`src/rtl/fx2_fifo_arbiter_if.sv`:
```
// fx2_fifo_arbiter_if: two 32-bit sample streams plus the FX2 slave-FIFO write-port pins
interface fx2_fifo_arbiter_if;
  logic [31:0] s0_data;
  logic [31:0] s1_data;
  logic s0_valid;
  logic s0_ready;
  logic s1_valid;
  logic s1_ready;
  logic full_n;
  logic [7:0] fd;
  logic slwr_n;
  logic pktend_n;
  logic [1:0] fifoadr;
  logic grant;
  modport master(
    output s0_data, s0_valid, s1_data, s1_valid, full_n,
    input s0_ready, s1_ready, fd, slwr_n, pktend_n, fifoadr, grant
  );
  modport slave(
    input s0_data, s0_valid, s1_data, s1_valid, full_n,
    output s0_ready, s1_ready, fd, slwr_n, pktend_n, fifoadr, grant
  );
endinterface

```
`src/rtl/fx2_fifo_arbiter.sv`:
```
// fx2_fifo_arbiter: packet-granular round-robin of two word streams onto the FX2 byte-wide slave FIFO
module fx2_fifo_arbiter #(
  parameter int PKT_WORDS = 128,
  parameter int TIMEOUT = 4800,
  parameter logic [1:0] EP0_ADDR = 2'b00,
  parameter logic [1:0] EP1_ADDR = 2'b10
) (
  input logic clk,
  input logic reset,
  fx2_fifo_arbiter_if.slave bus
);
  localparam int CW = $clog2(PKT_WORDS);
  localparam int TW = $clog2(TIMEOUT);
  typedef enum logic [2:0] {IDLE, SETUP, WAIT, B0, B1, B2, B3, PKTEND} state_t;
  state_t state, nxt;
  logic last_grant, nxt_grant, valid, hs;
  logic [CW-1:0] word_cnt, nxt_cnt;
  logic [TW-1:0] timer, nxt_timer;
  logic [31:0] din;
  logic [23:0] word;
  assign valid = bus.grant ? bus.s1_valid : bus.s0_valid;
  assign din = bus.grant ? bus.s1_data : bus.s0_data;
  assign bus.s0_ready = state == WAIT && !bus.grant && bus.full_n;
  assign bus.s1_ready = state == WAIT && bus.grant && bus.full_n;
  assign hs = state == WAIT && valid && bus.full_n;
  // next state, grant choice, word count and stall timer
  always_comb begin
    nxt = state;
    nxt_grant = bus.grant;
    nxt_cnt = word_cnt;
    nxt_timer = timer;
    unique case (state)
      IDLE: if (bus.s0_valid || bus.s1_valid) begin
        nxt_grant = (bus.s0_valid && bus.s1_valid) ? !last_grant : bus.s1_valid;
        nxt = SETUP;
      end
      SETUP: nxt = WAIT;
      WAIT: if (hs) begin
        nxt_timer = '0;
        nxt = B0;
      end else if (word_cnt == '0) begin
        nxt = valid ? WAIT : IDLE;
      end else if (timer == TW'(TIMEOUT - 1)) begin
        nxt = PKTEND;
      end else begin
        nxt_timer = timer + 1'b1;
      end
      B0: nxt = B1;
      B1: nxt = B2;
      B2: nxt = B3;
      B3: begin
        nxt_cnt = word_cnt == CW'(PKT_WORDS - 1) ? '0 : word_cnt + 1'b1;
        nxt = word_cnt == CW'(PKT_WORDS - 1) ? IDLE : WAIT;
      end
      PKTEND: begin
        nxt_cnt = '0;
        nxt_timer = '0;
        nxt = IDLE;
      end
      default: nxt = IDLE;
    endcase
  end
  // state register; pin outputs are registered from the next state so byte 0 appears the cycle after the handshake
  always_ff @(posedge clk) begin
    if (reset) begin
      state <= IDLE;
      last_grant <= 1'b1;
      word_cnt <= '0;
      timer <= '0;
      bus.grant <= 1'b0;
      bus.fifoadr <= EP0_ADDR;
      bus.fd <= '0;
      bus.slwr_n <= 1'b1;
      bus.pktend_n <= 1'b1;
    end else begin
      state <= nxt;
      word_cnt <= nxt_cnt;
      timer <= nxt_timer;
      bus.grant <= nxt_grant;
      if (state == IDLE && nxt == SETUP) begin
        last_grant <= nxt_grant;
        bus.fifoadr <= nxt_grant ? EP1_ADDR : EP0_ADDR;
      end
      bus.slwr_n <= !(nxt == B0 || nxt == B1 || nxt == B2 || nxt == B3);
      bus.pktend_n <= nxt != PKTEND;
      bus.fd <= nxt == B0 ? din[7:0] : nxt == B1 ? word[7:0] : nxt == B2 ? word[15:8] :
                nxt == B3 ? word[23:16] : bus.fd;
    end
  end
  // upper three bytes held for B1..B3; byte 0 goes straight to the pins
  always_ff @(posedge clk) begin
    if (hs) word <= din[31:8];
  end
endmodule
```
`src/flat_wrapper.sv`:
```
// flat-port wrapper written by rule: the top's interface ports become plain ports
module fx2_fifo_arbiter_flat 
#(
  parameter int PKT_WORDS = 128,
  parameter int TIMEOUT = 4800,
  parameter logic [1:0] EP0_ADDR = 2'b00,
  parameter logic [1:0] EP1_ADDR = 2'b10
)
  (clk, reset, bus_s0_data, bus_s0_valid, bus_s1_data, bus_s1_valid, bus_full_n, bus_s0_ready, bus_s1_ready, bus_fd, bus_slwr_n, bus_pktend_n, bus_fifoadr, bus_grant);
  fx2_fifo_arbiter_if bus_i ();
  input logic clk;
  input logic reset;
  input wire logic [$bits(bus_i.s0_data)-1:0] bus_s0_data;
  input wire logic [$bits(bus_i.s0_valid)-1:0] bus_s0_valid;
  input wire logic [$bits(bus_i.s1_data)-1:0] bus_s1_data;
  input wire logic [$bits(bus_i.s1_valid)-1:0] bus_s1_valid;
  input wire logic [$bits(bus_i.full_n)-1:0] bus_full_n;
  output wire logic [$bits(bus_i.s0_ready)-1:0] bus_s0_ready;
  output wire logic [$bits(bus_i.s1_ready)-1:0] bus_s1_ready;
  output wire logic [$bits(bus_i.fd)-1:0] bus_fd;
  output wire logic [$bits(bus_i.slwr_n)-1:0] bus_slwr_n;
  output wire logic [$bits(bus_i.pktend_n)-1:0] bus_pktend_n;
  output wire logic [$bits(bus_i.fifoadr)-1:0] bus_fifoadr;
  output wire logic [$bits(bus_i.grant)-1:0] bus_grant;
  assign bus_i.s0_data = bus_s0_data;
  assign bus_i.s0_valid = bus_s0_valid;
  assign bus_i.s1_data = bus_s1_data;
  assign bus_i.s1_valid = bus_s1_valid;
  assign bus_i.full_n = bus_full_n;
  assign bus_s0_ready = bus_i.s0_ready;
  assign bus_s1_ready = bus_i.s1_ready;
  assign bus_fd = bus_i.fd;
  assign bus_slwr_n = bus_i.slwr_n;
  assign bus_pktend_n = bus_i.pktend_n;
  assign bus_fifoadr = bus_i.fifoadr;
  assign bus_grant = bus_i.grant;
  fx2_fifo_arbiter #(.PKT_WORDS(PKT_WORDS), .TIMEOUT(TIMEOUT), .EP0_ADDR(EP0_ADDR), .EP1_ADDR(EP1_ADDR)) u_core (.clk(clk), .reset(reset), .bus(bus_i));
endmodule
```
`config.mk`:
```
export PLATFORM = sky130hd
export DESIGN_NAME = fx2_fifo_arbiter_flat
export DESIGN_NICKNAME = d
export VERILOG_FILES = /design/src/rtl/fx2_fifo_arbiter_if.sv /design/src/rtl/fx2_fifo_arbiter.sv /design/src/flat_wrapper.sv
export SDC_FILE = /design/constraint.sdc
export NUM_CORES = 1
export LEC_CHECK = 0
export BUFFER_PORTS_ARGS = -buffer_cell sky130_fd_sc_hd__buf_2
export CAP_MARGIN = 25
export CORE_MARGIN = 2
export CORE_UTILIZATION = 53
export DETAILED_ROUTE_END_ITERATION = 8
export GPL_TIMING_DRIVEN = 0
export PLACE_DENSITY_LB_ADDON = 0.25
export SLEW_MARGIN = 25
export SYNTH_ARGS = -nofsm -noshare
export SYNTH_HDL_FRONTEND = slang
export SYNTH_SLANG_ARGS = --single-unit
```
`constraint.sdc`:
```
create_clock -name clk -period 3.79 [get_ports clk]
set_clock_uncertainty 0.1 [all_clocks]
set_input_delay 0 -clock clk [delete_from_list [all_inputs] [get_ports clk]]
set_output_delay 0 -clock clk [all_outputs]
set_load 0.03 [all_outputs]
```
==> Flow_metrics.wiki <==
{| class="wikitable"
! Metric !! Value
|-
| Outcome || complete, but fails checks
|-
| Violations in the final reports || design-rule violations
|-
| Top library cells by usage in the layout, fill and taps aside || sky130_fd_sc_hd__buf_2 (86), sky130_fd_sc_hd__dlygate4sd3_1 (63), sky130_fd_sc_hd__mux2_2 (38)
|-
| CTS tree || built
|-
| Part of the cycle the worst path needs || 78.2%
|-
| Commonest non-fill, non-tap cell in the layout || sky130_fd_sc_hd__buf_2
|-
| Count of fill cells added during filler insertion || about 300
|-
| Actual slew at the worst max-slew pin || 0.759 ns
|-
| Crit Reg-Reg Startpoint || u_core.bus.grant
|-
| Mapped Cells || 289
|-
| Yosys warning count || 0
|-
| Final min period || between 2 and 3 ns
|-
| Syn_nets || around 360
|-
| Most used flip-flop cell after synthesis || sky130_fd_sc_hd__dfxtp_1
|-
| Number of distinct library cell variants in the gate-level netlist after synthesis || 50
|-
| Number of hold buffers added after CTS || 63
|-
| Post-route antenna net violation count || 0
|-
| Average footprint of a synthesized cell || 10.4 µm²
|-
| Post-Synthesis Cell Area || 3010 µm²
|-
| Critical register-to-register path endpoint || u_core.word[18]
|-
| Parity-gate share of the synthesized area counting xor and xnor cells || 0.873%
|-
| Peak supply drop || 0.000253 V
|-
| Antenna violations before repair || 0
|-
| Total inserted antenna cells || 0
|-
| DRT Wirelength || 10,500 µm
|-
| Adder and majority cell fraction of the synthesized area || 1.25%
|-
| Root buf cell || sky130_fd_sc_hd__clkbuf_8
|-
| Leakage power summed over all cells || 1.72 nW
|-
| Number of global-route vias before repair || 3,298
|-
| Startpoint class of the critical path || flip-flop
|-
| Bufs on Longest Clock Path || 2
|-
| Num Clock Sinks || 60
|-
| Total design power || 1.65 mW
|-
| Pins Over Slew Limit || 0
|-
| Sequential standard cell area || between 1000 and 1500 µm²
|-
| Share of the synthesized area in compound gates (AO/OA/AOI/OAI) || between 10% and 20%
|-
| Multi-input logic area || 1470 µm²
|-
| MaxCap Viol Count || 0
|-
| Die Y || 79.4 µm
|-
| Initial core utilization || 54.7%
|-
| Worst Reg-to-Reg Cells || 5
|-
| Upper clock frequency limit || 337 MHz
|-
| Multiplexer share of the synthesized area || 16.0%
|-
| Seq/Total Area, Yosys || 47.9%
|-
| Setup crit start || u_core.bus.grant
|-
| Site row count || 27
|-
| Critical Path RT || 3.78 ns
|-
| Detailed Route Iter0 Violations || approximately 360
|-
| Quantity of I/O buffers inserted on ports || 82
|-
| Final core utilization || 79.2%
|-
| Cell area power density || between 300 and 400 nW/µm²
|-
| Nets || 518
|-
| Final Hold Viols || 0
|-
| Basic-gate share of the synthesized area counting and, or, nand and nor cells || 16.2%
|-
| Placed inst area || around 3500 µm²
|-
| Most common cell on crit path || sky130_fd_sc_hd__buf_2
|-
| Capture point of the worst path || u_core.word[18]
|-
| Hold WS || 0.0288 ns
|-
| Via density || ~6.1
|-
| Pin count of the biggest net entering global routing || 22
|-
| Final count of negative-setup-slack endpoints || 0
|-
| Post-route design area || between 4000 and 5000 µm²
|-
| Asr flop ratio synth || 0%
|-
| Cells along the critical path || buf_2 -> clkbuf_1 -> buf_2 -> mux2_2 -> dlygate4sd3_1
|-
| GPL Wtd Cong || 0.817
|-
| Start point of the worst hold path || bus_s0_data[4]
|-
| Average detailed-routed wire length per instance || 20.1 µm
|-
| Overall fraction of global-route tracks in use || between 30% and 40%
|-
| Die X-Extent || 79.4 µm
|-
| Delay of the slowest cell on the worst path || about 0.61 ns
|-
| Flop and latch count out of synthesis || 60
|-
| Count of TritonRoute iterations in the first routing pass || 9
|-
| Unrepaired setup endpoints after global routing || false
|-
| Largest family of logic cells by synthesized area || simple AND/OR/NAND/NOR gates
|-
| Number of top-level design ports || 84
|-
| Residual DRC count || 6
|-
| Total of cells resized after clock tree synthesis || 0
|-
| CP Class || reg -> reg
|-
| Via Count || 3,190
|-
| Placed Instances || 444
|-
| Final sum of negative setup slack || 0 ns
|-
| Standard cell core area || about 5500 µm²
|-
| Hold WC Path Type || in -> reg
|-
| Max-slew headroom at the worst pin || roughly 49%
|-
| Setup slack of the critical path after layout || 0.826 ns
|-
| CTS buffer count || 9
|-
| Die Footprint || 6300 µm²
|-
| Proportion of layout cells with a drive suffix above 1 || about a third
|-
| Arrival time at the worst endpoint || 2.95 ns
|-
| First-pass GRT wire length || 16,500 µm
|-
| Worst-case register-to-register setup slack || 0.83 ns
|-
| Area growth syn-to-layout || 44.9%
|-
| Number of enable-type register cells in the synthesized netlist || 24
|-
| Postcts setup bufs || 0
|-
| Pre-CTS setup slack || 1.52 ns
|-
| H-tree depth || 3
|-
| Half-perimeter wire length after placement || 4990 µm
|-
| Nature of the critical path endpoint || flip-flop
|-
| Layout Cells excl Fill || ~520
|-
| Aggregate global routing overflow || 0
|-
| Worst-Skew Late Latency || 0.35 ns
|-
| Clock transition at the registers of the reported paths || around 0.08 ns
|-
| Critical-path maximum fanout || 10
|-
| Cell at the slowest stage of the critical path || sky130_fd_sc_hd__dlygate4sd3_1
|}
[layer usage]
layer | GRT usage [%] | wire [µm] | up-vias
li1 | - | - | 1395
met1 | 38.7 | 3720 | 1493
met2 | 60.7 | 5220 | 238
met3 | 10.2 | 989 | 64
met4 | 20.2 | 587 | 0
met5 | 0 | 0 | -
[where the power goes]
part / internal (mW) / total, mW / switching (mW)
combinational: 0.181 / 0.355 / 0.174
sequential: 0.697 / 0.712 / 0.0150
clock: 0.300 / 0.579 / 0.279
total: 1.18 / 1.65 / 0.468
[kinds of logic (layout without fill, tap and decap cells)]
| family | after synthesis | in the layout |
|---|---|---|
| mux | 43 | 43 |
| xor+xnor | 3 | 3 |
| flops | 60 | 60 |
| other cells | 1 | 1 |
| compound gates | 65 | 65 |
| buf+inv | 22 | 184 |
| simple gates | 92 | 92 |
| fa+ha+maj | 3 | 3 |
[critical path, delay by kind of cell, from the launching register on]
family,cells,cell delay [ns]
multiplexers,1,0.40
buffers and inverters,4,1.88
flip-flops,1,0.34
[Yosys cell counts (all sizes together), types with 2 or more instances]
| cell | n | area share (%) |
|---|---|---|
| buf | 9 | 1.8 |
| or2 | 2 | 0.42 |
| o211ai | 2 | 0.50 |
| nand4 | 4 | 0.83 |
| mux2i | 4 | 1.3 |
| and3 | 7 | 1.5 |
| xor2 | 2 | 0.58 |
| a311oi | 2 | 0.58 |
| and4 | 2 | 0.58 |
| dfxtp | 36 | 24 |
| nand2b | 4 | 0.83 |
| nand2 | 19 | 2.4 |
| mux2 | 39 | 15 |
| nor2b | 2 | 0.42 |
| edfxtp | 24 | 24 |
| and2 | 4 | 0.83 |
| a221oi | 2 | 0.58 |
| nor3b | 3 | 1.1 |
| clkbuf | 9 | 1.1 |
| o21a | 3 | 0.75 |
| a222oi | 7 | 2.3 |
| inv | 4 | 0.50 |
| a31oi | 3 | 0.62 |
| a41oi | 2 | 0.83 |
| a21oi | 24 | 4.0 |
| nor3 | 2 | 0.33 |
| o21ai | 14 | 2.3 |
| nand3 | 7 | 1.2 |
| nor2 | 23 | 2.9 |
| ha | 3 | 1.2 |
| or3 | 8 | 1.7 |
[worst min path at each step]
| stage | depth (start not counted) | end |
|---|---|---|
| global placement | 2 | u_core.last_grant |
| finish | 4 | u_core.bus.fd[4] |
| floorplan | 1 | u_core.last_grant |
| detailed placement | 2 | u_core.word[15] |
| CTS | 4 | u_core.bus.fd[4] |
| global route | 4 | u_core.bus.fd[4] |
[registers in the layout, summed over array words and instances (netlist names)]
signal and count:
u_core.bus.fifoadr 1, u_core.bus.pktend_n 1, u_core.word 24, u_core.bus.grant 1, u_core.word_cnt 7, u_core.state 3, u_core.last_grant 1, u_core.timer 13
u_core.bus.slwr_n 1, u_core.bus.fd 8
[area by class of cell]
type	count	share of cell area [%]
multi-input cells	207	33.6
clock inverters	7	1.55
well taps	72	2.07
inverters	4	0.344
clock buffers	9	2.84
flip-flops and latches	60	33.0
plain buffers	18	2.04
repair buffers	146	24.5
Note: power is estimated with default switching activity, not from simulation.
